## config.mk

```make
export PLATFORM = sky130hd
export DESIGN_NAME = arithmetic_unit
export DESIGN_NICKNAME = d
export VERILOG_FILES = /design/src/rtl/arithmetic_unit_pkg.sv /design/src/rtl/arithmetic_unit_divider.sv /design/src/rtl/arithmetic_unit.sv
export SDC_FILE = /design/constraint.sdc
export NUM_CORES = 1
export LEC_CHECK = 0
export CAP_MARGIN = 15
export CORE_ASPECT_RATIO = 1.1
export CORE_MARGIN = 2
export CORE_UTILIZATION = 65
export CTS_CLUSTER_SIZE = 14
export DETAILED_ROUTE_END_ITERATION = 16
export GPL_ROUTABILITY_DRIVEN = 0
export PLACE_DENSITY_LB_ADDON = 0.12
export SYNTH_ARGS = -nofsm -noshare
export SYNTH_HDL_FRONTEND = slang
export SYNTH_SLANG_ARGS = --single-unit
```

## constraint.sdc

```tcl
create_clock -name clk -period 12.26 [get_ports clk]
set_input_delay 1.226 -clock clk [delete_from_list [all_inputs] [get_ports clk]]
set_output_delay 1.226 -clock clk [all_outputs]
set_load 0.02 [all_outputs]
```

## src/rtl/arithmetic_unit_pkg.sv

```systemverilog
`default_nettype none
// +----------------------------------------------------------------------+
// | arithmetic_unit_pkg : ALU opcode encoding and CPU data width.          |
// | Rev 1.0                                                               |
// +----------------------------------------------------------------------+
package arithmetic_unit_pkg;

  localparam int DATA_W   = 19;
  localparam int OPCODE_W = 5;

  typedef enum logic [OPCODE_W-1:0] {
    OP_NOT = 5'd0,
    OP_AND = 5'd1,
    OP_OR  = 5'd2,
    OP_XOR = 5'd3,
    OP_ADD = 5'd4,
    OP_SUB = 5'd5,
    OP_MUL = 5'd6,
    OP_DIV = 5'd7,
    OP_INC = 5'd8,
    OP_DEC = 5'd9
  } alu_op_e;

endpackage
`default_nettype wire

```

## src/rtl/arithmetic_unit_divider.sv

```systemverilog
`default_nettype none
// +----------------------------------------------------------------------+
// | arithmetic_unit_divider : unsigned restoring divider, 1 bit per cycle. |
// | Rev 1.0                                                               |
// +----------------------------------------------------------------------+
module arithmetic_unit_divider
  import arithmetic_unit_pkg::*;
#(
  parameter int WIDTH = DATA_W
) (
  input  logic             clk,
  input  logic             rst,
  input  logic             start_i,
  input  logic [WIDTH-1:0] dividend_i,
  input  logic [WIDTH-1:0] divisor_i,
  output logic             busy_o,
  output logic             done_o,
  output logic [WIDTH-1:0] quotient_o,
  output logic [WIDTH-1:0] remainder_o
);

  localparam int CNT_W = $clog2(WIDTH);

  logic             busy_q;
  logic [CNT_W-1:0] cnt_q;
  logic [WIDTH-1:0] rem_q, quo_q, dvs_q;

  logic [WIDTH:0]   shift_d, diff_d;
  logic             fits_d;
  logic [WIDTH-1:0] rem_d, quo_d;

  assign shift_d = {rem_q, quo_q[WIDTH-1]};
  assign diff_d  = shift_d - {1'b0, dvs_q};
  assign fits_d  = ~diff_d[WIDTH];
  assign rem_d   = fits_d ? diff_d[WIDTH-1:0] : shift_d[WIDTH-1:0];
  assign quo_d   = {quo_q[WIDTH-2:0], fits_d};

  // The final step's outcome is exposed combinationally so the parent can
  // register it on the same edge that ends the run.
  assign busy_o      = busy_q;
  assign done_o      = busy_q && (cnt_q == CNT_W'(WIDTH-1));
  assign quotient_o  = quo_d;
  assign remainder_o = rem_d;

  always_ff @(posedge clk) begin
    if (rst) begin
      busy_q <= 1'b0;
      cnt_q  <= '0;
      rem_q  <= '0;
      quo_q  <= '0;
      dvs_q  <= '0;
    end else if (start_i && !busy_q) begin
      busy_q <= 1'b1;
      cnt_q  <= '0;
      rem_q  <= '0;
      quo_q  <= dividend_i;
      dvs_q  <= divisor_i;
    end else if (busy_q) begin
      rem_q <= rem_d;
      quo_q <= quo_d;
      cnt_q <= cnt_q + CNT_W'(1);
      if (done_o) busy_q <= 1'b0;
    end
  end

endmodule
`default_nettype wire

```

## src/rtl/arithmetic_unit.sv

```systemverilog
`default_nettype none
// +----------------------------------------------------------------------+
// | arithmetic_unit : ADD/SUB/MUL/DIV/INC/DEC with registered flags.       |
// | Rev 1.0                                                               |
// +----------------------------------------------------------------------+
module arithmetic_unit
  import arithmetic_unit_pkg::*;
#(
  parameter int WIDTH = DATA_W,
  parameter int OP_W  = OPCODE_W
) (
  input  logic             clk,
  input  logic             rst,
  input  logic             start,
  input  logic [OP_W-1:0]  opcode,
  input  logic [WIDTH-1:0] op_a,
  input  logic [WIDTH-1:0] op_b,
  output logic [WIDTH-1:0] result,
  output logic [WIDTH-1:0] result_hi,
  output logic             busy,
  output logic             done,
  output logic             carry,
  output logic             overflow,
  output logic             zero,
  output logic             negative,
  output logic             div_by_zero,
  output logic             invalid_op
);

  localparam int MSB = WIDTH - 1;

  typedef enum logic [0:0] {
    S_IDLE    = 1'b0,
    S_DIV_RUN = 1'b1
  } state_e;

  state_e           state_q;
  logic [WIDTH-1:0] result_q, result_hi_q;
  logic             done_q, carry_q, ovf_q, zero_q, neg_q, dbz_q, inv_q;

  logic [WIDTH:0]     add_d, sub_d, inc_d, dec_d;
  logic [2*WIDTH-1:0] prod_d;
  logic [WIDTH-1:0]   res_d, hi_d;
  logic               carry_d, ovf_d, dbz_d, inv_d, zero_d, neg_d;
  logic               div_go, div_busy, div_done;
  logic [WIDTH-1:0]   div_quo, div_rem;

  assign add_d  = {1'b0, op_a} + {1'b0, op_b};
  assign sub_d  = {1'b0, op_a} - {1'b0, op_b};
  assign inc_d  = {1'b0, op_a} + (WIDTH+1)'(1);
  assign dec_d  = {1'b0, op_a} - (WIDTH+1)'(1);
  assign prod_d = {{WIDTH{1'b0}}, op_a} * {{WIDTH{1'b0}}, op_b};

  // DIV here only covers the zero-divisor case; real divides take the FSM path.
  always_comb begin
    res_d   = '0;
    hi_d    = '0;
    carry_d = 1'b0;
    ovf_d   = 1'b0;
    dbz_d   = 1'b0;
    inv_d   = 1'b0;
    case (alu_op_e'(opcode))
      OP_ADD: begin
        res_d   = add_d[MSB:0];
        carry_d = add_d[WIDTH];
        ovf_d   = (op_a[MSB] == op_b[MSB]) && (add_d[MSB] != op_a[MSB]);
      end
      OP_SUB: begin
        res_d   = sub_d[MSB:0];
        carry_d = sub_d[WIDTH];
        ovf_d   = (op_a[MSB] != op_b[MSB]) && (sub_d[MSB] != op_a[MSB]);
      end
      OP_INC: begin
        res_d   = inc_d[MSB:0];
        carry_d = inc_d[WIDTH];
        ovf_d   = ~op_a[MSB] & inc_d[MSB];
      end
      OP_DEC: begin
        res_d   = dec_d[MSB:0];
        carry_d = dec_d[WIDTH];
        ovf_d   = op_a[MSB] & ~dec_d[MSB];
      end
      OP_MUL: begin
        res_d = prod_d[WIDTH-1:0];
        hi_d  = prod_d[2*WIDTH-1:WIDTH];
        ovf_d = |prod_d[2*WIDTH-1:WIDTH];
      end
      OP_DIV: begin
        res_d = '1;
        hi_d  = op_a;
        dbz_d = 1'b1;
      end
      default: inv_d = 1'b1;
    endcase
  end

  assign zero_d = ~inv_d & (res_d == '0);
  assign neg_d  = ~inv_d & res_d[MSB];
  assign div_go = start && (state_q == S_IDLE) && (opcode == OP_DIV) && (op_b != '0);

  arithmetic_unit_divider #(
    .WIDTH (WIDTH)
  ) u_divider (
    .clk         (clk),
    .rst         (rst),
    .start_i     (div_go),
    .dividend_i  (op_a),
    .divisor_i   (op_b),
    .busy_o      (div_busy),
    .done_o      (div_done),
    .quotient_o  (div_quo),
    .remainder_o (div_rem)
  );

  always_ff @(posedge clk) begin
    if (rst) begin
      state_q     <= S_IDLE;
      result_q    <= '0;
      result_hi_q <= '0;
      done_q      <= 1'b0;
      carry_q     <= 1'b0;
      ovf_q       <= 1'b0;
      zero_q      <= 1'b0;
      neg_q       <= 1'b0;
      dbz_q       <= 1'b0;
      inv_q       <= 1'b0;
    end else begin
      done_q <= 1'b0;
      case (state_q)
        S_IDLE: begin
          if (div_go) begin
            state_q <= S_DIV_RUN;
          end else if (start) begin
            done_q      <= 1'b1;
            result_q    <= res_d;
            result_hi_q <= hi_d;
            carry_q     <= carry_d;
            ovf_q       <= ovf_d;
            zero_q      <= zero_d;
            neg_q       <= neg_d;
            dbz_q       <= dbz_d;
            inv_q       <= inv_d;
          end
        end
        S_DIV_RUN: begin
          if (div_done) begin
            state_q     <= S_IDLE;
            done_q      <= 1'b1;
            result_q    <= div_quo;
            result_hi_q <= div_rem;
            carry_q     <= 1'b0;
            ovf_q       <= 1'b0;
            zero_q      <= (div_quo == '0);
            neg_q       <= div_quo[MSB];
            dbz_q       <= 1'b0;
            inv_q       <= 1'b0;
          end
        end
      endcase
    end
  end

  assign result      = result_q;
  assign result_hi   = result_hi_q;
  assign busy        = div_busy;
  assign done        = done_q;
  assign carry       = carry_q;
  assign overflow    = ovf_q;
  assign zero        = zero_q;
  assign negative    = neg_q;
  assign div_by_zero = dbz_q;
  assign invalid_op  = inv_q;

endmodule
`default_nettype wire

```

==> impl_results.md, run 1 <==
* Drt wl/cell at between 20 and 25 um
* Hpwl dp at just under 50 mm
* Die W at roughly 170 um
* Final setup vio count at 0
* Max clock buf depth at 2
* Worst Skew at ~12 ps
* Cells after Synth at approximately 2600
* Max-slew headroom at 24.0%
* Fmax at about 100 MHz
* Tmin final at 9560 ps
* Worst Hold Class: reg -> reg
* Worst-Skew Late Latency at around 360 ps
* GR Util All Layers at between 40% and 50%
* Drt first-iter violations at 2204
* Num ports at 92
* First-pass GRT wire length at 105 mm
* CTS HTree Levels at 3
* Post-CTS Setup Inserts at 0
* Post-synth EDFFs at 0
* Final Cycle Share at about 80%
* Post-synth cell types at between 70 and 80
* CTS tree: done
* MaxCap Viol Count at 0
* FF-to-FF Start: u_divider.busy_o
* WHS Path Cells at 2
* Slew at the pin closest to its max-slew limit at 1140 ps
* Hold Startpoint: negative
* Syn Area/Cell at around 8 sq um
* Antenna viol nets, final at 0
* CP required at 12460 ps
* Hold endpoint: negative
* Mapped Area at roughly 21000 sq um
* Post-DR vias/cell at 6.34
* Area delta synth->final at 7.60%
* Total CTS buffers at 9
* Yosys reg bits at 109
* Worst-path maximum fanout at 22
* Row count at 68
* Post-CTS Hold Fix Bufs at 0
* Initial Util at between 60% and 70%
* Post-CTS resize count at 0
* Critical Path AT at 9770 ps
* Part of the Yosys area used for sequential elements at 10.5%
* Grt ovf at 0
* Die area at around 33000 sq um
* Vias at between 15000 and 20000
* Root Driver: clkbuf_16
* Placed insts at roughly 3000
* Vias in the first global route at just under 20000
* Fill cells at 2500
* First-pass DRT Iterations at 8
* Worst setup SP type: input port
* Synth warn at 0
* Syn_nets at about 3100
* Initial antenna violation count at 1
* R2R setup slack at around 8500 ps
* Die height at 191 um
* CP Capture Type: flip-flop
* Diodes inserted at 0
* Final count of pins violating max slew at 0
* Setup TNS Final at 0 ps
* Share of cells above drive strength 1 at approximately 3.5%
* Final net count at ~3100
* RSZ-0062 raised after global routing: no
* Ys flop type: dfxtp_1
* CP Class: in -> reg
* Non-filler instance count after layout at 3024
* Largest net degree at the start of global routing at 85
* R2R cell count at 7
* Hold slack at 455 ps
* Reg2reg end: result_hi[3]
* Clock tree sinks at 109
* Status: finished, final reports clean
* I/O Buffers at 91
* Routed Wire Length at roughly 66 mm
* Core Area at between 30000 and 40000 sq um
* Ys async rst share at 0%
* Final Hold Viols at 0
* Clock transition at the registers of the reported paths at about 80 ps
* DR DRC count at 0
==> kinds of logic after synthesis <==
logic type,after synthesis,synth area share [%]
simple gates,837,19.3
buf+inv,596,10.8
fa+ha+maj,477,39.3
compound gates,461,14.5
flops,109,10.5
xor+xnor,83,3.50
mux,42,2.04
==> layout make-up <==
cell class,count,area [sq um],share of cell area (%)
inverters,446,1670,7.50
clock inverters,7,108,0.482
flip-flops and latches,109,2180,9.78
multi-input cells,1900,16400,73.3
well taps,420,526,2.35
clock buffers,9,225,1.01
repair buffers,133,1230,5.53
==> sequential cells by signal (all words and copies together), names as in the netlist, 5 cells and up <==
signal           cells
u_divider.cnt_q      5
result              19
u_divider.rem_q     19
u_divider.quo_q     19
result_hi           19
u_divider.dvs_q     19
==> critical path: stages <==
cell and delay [ps]:
clkdlybuf4s50_1 1010, and2_1 430, fa_1 520, fa_1 530
inv_1 50, fa_1 470, inv_1 60, fa_1 500
fa_1 550, inv_1 50, fa_1 480, inv_1 40
ha_1 410, nand3_1 150, nor4_1 670, nor4_2 160
o21ai_2 280, a211oi_2 110, xnor2_1 190, or4_1 540
or4b_1 490, or4_1 510, o22ai_1 200, a211oi_1 90
==> placed cells by master, fill, tap and decap left out, drive strengths merged, types with 7 or more instances in the layout <==
cell / n
inv: 445
fa: 291
nand2: 285
nor2: 195
ha: 186
and2: 151
a21oi: 137
dfxtp: 109
clkdlybuf4s50: 89
o21ai: 88
xnor2: 48
buf: 43
nand3: 42
nor3: 39
mux2i: 39
xor2: 35
a31oi: 29
a211oi: 26
a21o: 25
nor4: 21
nor2b: 18
nand2b: 18
and3: 17
o21a: 16
a22oi: 15
o31ai: 13
nand4: 10
clkbuf: 10
or4: 9
o211ai: 9
or3: 8
a221oi: 8
a211o: 8
clkinv: 7
==> per-stage QoR <==
| step | area [sq um] | setup WS [ps] | utilization, % |
|---|---|---|---|
| after CTS | 22300 | 2860 | 71.0 |
| final | 22300 | 2700 | 71.1 |
| after detailed placement | 22000 | 2500 | 69.9 |
| after floorplan | 20700 | 3770 | - |
| after global routing | 22300 | 2380 | 71.1 |
| after global placement | 22000 | 2730 | 69.9 |
==> metal layers <==
layer / global-route usage, % / vias up / wire [um]
met1: 52.2 / 9326 / 24600
met2: 64.4 / 1156 / 29800
met3: 7.10 / 273 / 7280
met5: 0 / - / 13
met4: 21.9 / 2 / 4130
li1: - / 8421 / -
==> synthesized netlist by cell type (42+ instances only) <==
library cell    n  area share (%)
and2_1        151             4.6
nand2_1       285             5.2
fa_1          291              28
nor2_1        195             3.5
o21ai_0        87             2.1
nand3_1        42             1.0
xnor2_1        48             2.0
inv_1         443             8.0
a21oi_1       137             3.3
ha_1          186              11
clkbuf_1      139             2.5
dfxtp_1       109              11
==> worst max path at each step <==
| stage | startpoint | to | slack [ps] | depth (start not counted) |
|---|---|---|---|---|
| after floorplan | op_a[15] | overflow | 3770 | 27 |
| after global placement | op_b[1] | overflow | 2730 | 24 |
| after detailed placement | op_b[1] | overflow | 2500 | 24 |
| after CTS | op_b[1] | overflow | 2860 | 24 |
| after global routing | op_b[1] | overflow | 2380 | 24 |
| final | op_b[1] | overflow | 2700 | 24 |
Power of run 1 is left out: the tool's default activity adds up to more than one toggle a clock period on the data nets, which glitch-free logic cannot reach.
==> run 2: changes to the inputs <==
--- a/config.mk
+++ b/config.mk
@@ -8,7 +8,7 @@
 export CAP_MARGIN = 15
 export CORE_ASPECT_RATIO = 1.1
 export CORE_MARGIN = 2
-export CORE_UTILIZATION = 65
+export CORE_UTILIZATION = 64
 export CTS_CLUSTER_SIZE = 14
 export DETAILED_ROUTE_END_ITERATION = 16
 export GPL_ROUTABILITY_DRIVEN = 0
==> constraint.sdc (replaced) <==
create_clock -name clk -period 9.6 [get_ports clk]
set_input_delay 0.96 -clock clk [delete_from_list [all_inputs] [get_ports clk]]
set_output_delay 0.96 -clock clk [all_outputs]
set_load 0.02 [all_outputs]
==> impl_results.md, run 2 (synthesis gave the netlist of run 1 again) <==
* Final setup vio count at 0 (unchanged)
* Commonest non-fill, non-tap cell in the layout: inv_1
* Post-CTS resize count at 0 (unchanged)
* RSZ-0062 raised after global routing: no
* Register share of total power at 5.6%
* Critical path endpoint: overflow
* Multi-input gate area at 16400 sq um (unchanged)
* Largest net degree at the start of global routing at 85 (unchanged)
* Area after DPL at 22200 sq um (+1.2%)
* Row count at 69 (+1.5%)
* CTS HTree Levels at 3 (unchanged)
* Max clock buf depth at 2 (unchanged)
* Vias in the first global route at 19483 (-0.010%)
* CP Capture Type: flip-flop
* Fmax at about 110 MHz
* Critical Path Source: op_b[1]
* Initial antenna violation count at 0 (-1)
* Die W at 176 um (+0.76%)
* Slew at the pin closest to its max-slew limit at 1010 ps (-124 ps)
* Critical Path AT at 9340 ps (-430 ps)
* Switching Power at a little over 0.005 W
* Tmin final at a little over 9000 ps
* Final instance area at 22500 sq um (+0.86%)
* Share of cells above drive strength 1 at 4.59% (+1.1 points)
* Drt first-iter violations at 1985 (-9.9%)
* Total CTS buffers at 9 (unchanged)
* Core Util, Final at 70.1% (-1.0 points)
* Final count of pins violating max slew at 0 (unchanged)
* R2R setup slack at 5860 ps (-2650 ps)
* CTS tree: done
* I/O Buffers at 91 (unchanged)
* Initial Util at 64.6% (-1.5 points)
* Non-filler instance count after layout at 3062 (+1.3%)
* Comb pwr share at between 90% and 100%
* Min setup slack post-route at 466 ps (-2230 ps)
* Worst-Skew Late Latency at 360 ps (about the same)
* Grt ovf at 0 (unchanged)
* Max VDD drop at 0.000670 V
* Num ports at 92 (unchanged)
* Net Sw Frac at 59.1%
* Clock network power share at about 4.4%
* Worst setup SP type: input port
* Register area at 2180 sq um (unchanged)
* Worst Skew at 15.5 ps (+3.20 ps)
* R2R cell count at 11 (+4)
* Max-slew headroom at 32.4% (+8.4 points)
* Placed insts at 3046 (+1.3%)
* Final Cycle Share at roughly 95%
* Die height at 193 um (+0.76%)
* PD cells at around 380 nW/um^2
* Post-DR vias/cell at 6.27 (-1.1%)
* Worst Hold Class: reg -> reg
* Post-CTS Hold Fix Bufs at 0 (unchanged)
* Setup TNS Final at 0 ps (unchanged)
* Clock transition at the registers of the reported paths at 80 ps (about the same)
* Area delta synth->final at 8.53%
* Status: finished, final reports clean
* Worst-path maximum fanout at 16 (-27%)
* Routed Wire Length at 66.2 mm (+0.65%)
* Drt wl/cell at 21.6 um (-0.60%)
* Final Hold Viols at 0 (unchanged)
* Post-CTS Setup Inserts at 0 (unchanged)
* Vias at 19212 (+0.18%)
* Most frequent cells in the layout: inv_1, fa_1, nand2_1
* Core Area at 32100 sq um (+2.3%)
* MaxCap Viol Count at 0 (unchanged)
* CP required at 9800 ps (-2660 ps)
* First-pass DRT Iterations at 6 (-2)
* Hpwl dp at 52.7 mm (+7.1%)
* Place WS at 268 ps (-2240 ps)
* GR Util All Layers at 39.9% (-0.33 points)
* First-pass GRT wire length at 105 mm (+0.22%)
* Clock tree sinks at 109 (unchanged)
* Fill cells at 2679 (+7.2%)
* CP Class: in -> reg
* Antenna viol nets, final at 0 (unchanged)
* Root Driver: clkbuf_16
* LEAKAGE at between 10 and 15 nW
* Int Pwr at about 0.0035 W
* Final net count at 3154 (+1.0%)
* FF-to-FF Start: u_divider.dvs_q[16]
* Die area at 33900 sq um (+1.5%)
* DR DRC count at 0 (unchanged)
* Reg2reg end: result_hi[0]
* Diodes inserted at 0 (unchanged)
==> run 2: cell count changes in the layout (fill, tap and decap cells not counted), sizes merged <==
cell,previous run,this run
buf,43,76
bufinv,1,0
clkinv,7,6
clkinvlp,0,1
==> run 2: critical path, stage by stage <==
cell,delay (ps)
clkdlybuf4s50_1,860
and2_1,380
fa_1,500
fa_1,530
inv_1,50
fa_1,470
inv_1,50
fa_1,490
fa_1,560
inv_1,50
fa_1,480
inv_1,50
ha_1,410
nand3_1,130
nor4_1,770
nor4_2,160
o21ai_2,290
a211oi_2,120
xnor2_1,160
or4_1,530
or4b_1,490
or4_1,540
o22ai_1,180
a211oi_1,80
==> run 2: how the worst min path moves through the flow <==
stage / startpoint / to / slack (ps) / cells past startpoint
after global routing: u_divider.dvs_q[14] / u_divider.dvs_q[14] / 480 / 2
after detailed placement: u_divider.dvs_q[15] / u_divider.dvs_q[15] / 450 / 2
after floorplan: u_divider.dvs_q[10] / u_divider.dvs_q[10] / 440 / 2
final: u_divider.dvs_q[15] / u_divider.dvs_q[15] / 460 / 2
after global placement: result[3] / result[3] / 450 / 2
after CTS: u_divider.dvs_q[15] / u_divider.dvs_q[15] / 460 / 2
==> run 2: area by class of cell <==
| type | instances | area share (%) |
|---|---|---|
| multi-input combinational | 1900 | 72.7 |
| inverter | 446 | 7.44 |
| tap | 426 | 2.37 |
| clock inverter | 6 | 0.306 |
| timing repair buffer | 165 | 6.46 |
| clock buffer | 10 | 1.02 |
| sequential | 109 | 9.70 |
==> run 2: metrics by stage <==
step	power [W]	hold WS, ps
after floorplan	0.00591	436
after global placement	0.00790	446
after detailed placement	0.00798	451
after CTS	0.00841	463
after global routing	0.00936	477
final	0.00866	461
==> run 2: routing by layer <==
layer | routed length [um] | share of wire, % | global-route usage, % | up-vias
li1 | - | - | - | 8482
met1 | 24800 | 38 | 52.0 | 9354
met2 | 30100 | 45 | 64.0 | 1104
met3 | 6870 | 10 | 6.78 | 272
met5 | 0 | 0 | 0 | -
met4 | 4400 | 6.6 | 21.5 | 0
==> run 2: power groups by stage <==
stage / clock, W / combinational [W] / sequential [W]
after CTS: 0.000378 / 0.00755 / 0.000481
after detailed placement: 0 / 0.00748 / 0.000492
after global placement: 0 / 0.00740 / 0.000491
after floorplan: 0 / 0.00541 / 0.000502
final: 0.000377 / 0.00781 / 0.000482
after global routing: 0.000391 / 0.00848 / 0.000482
No activity file was read; power rests on OpenSTA's default activity.
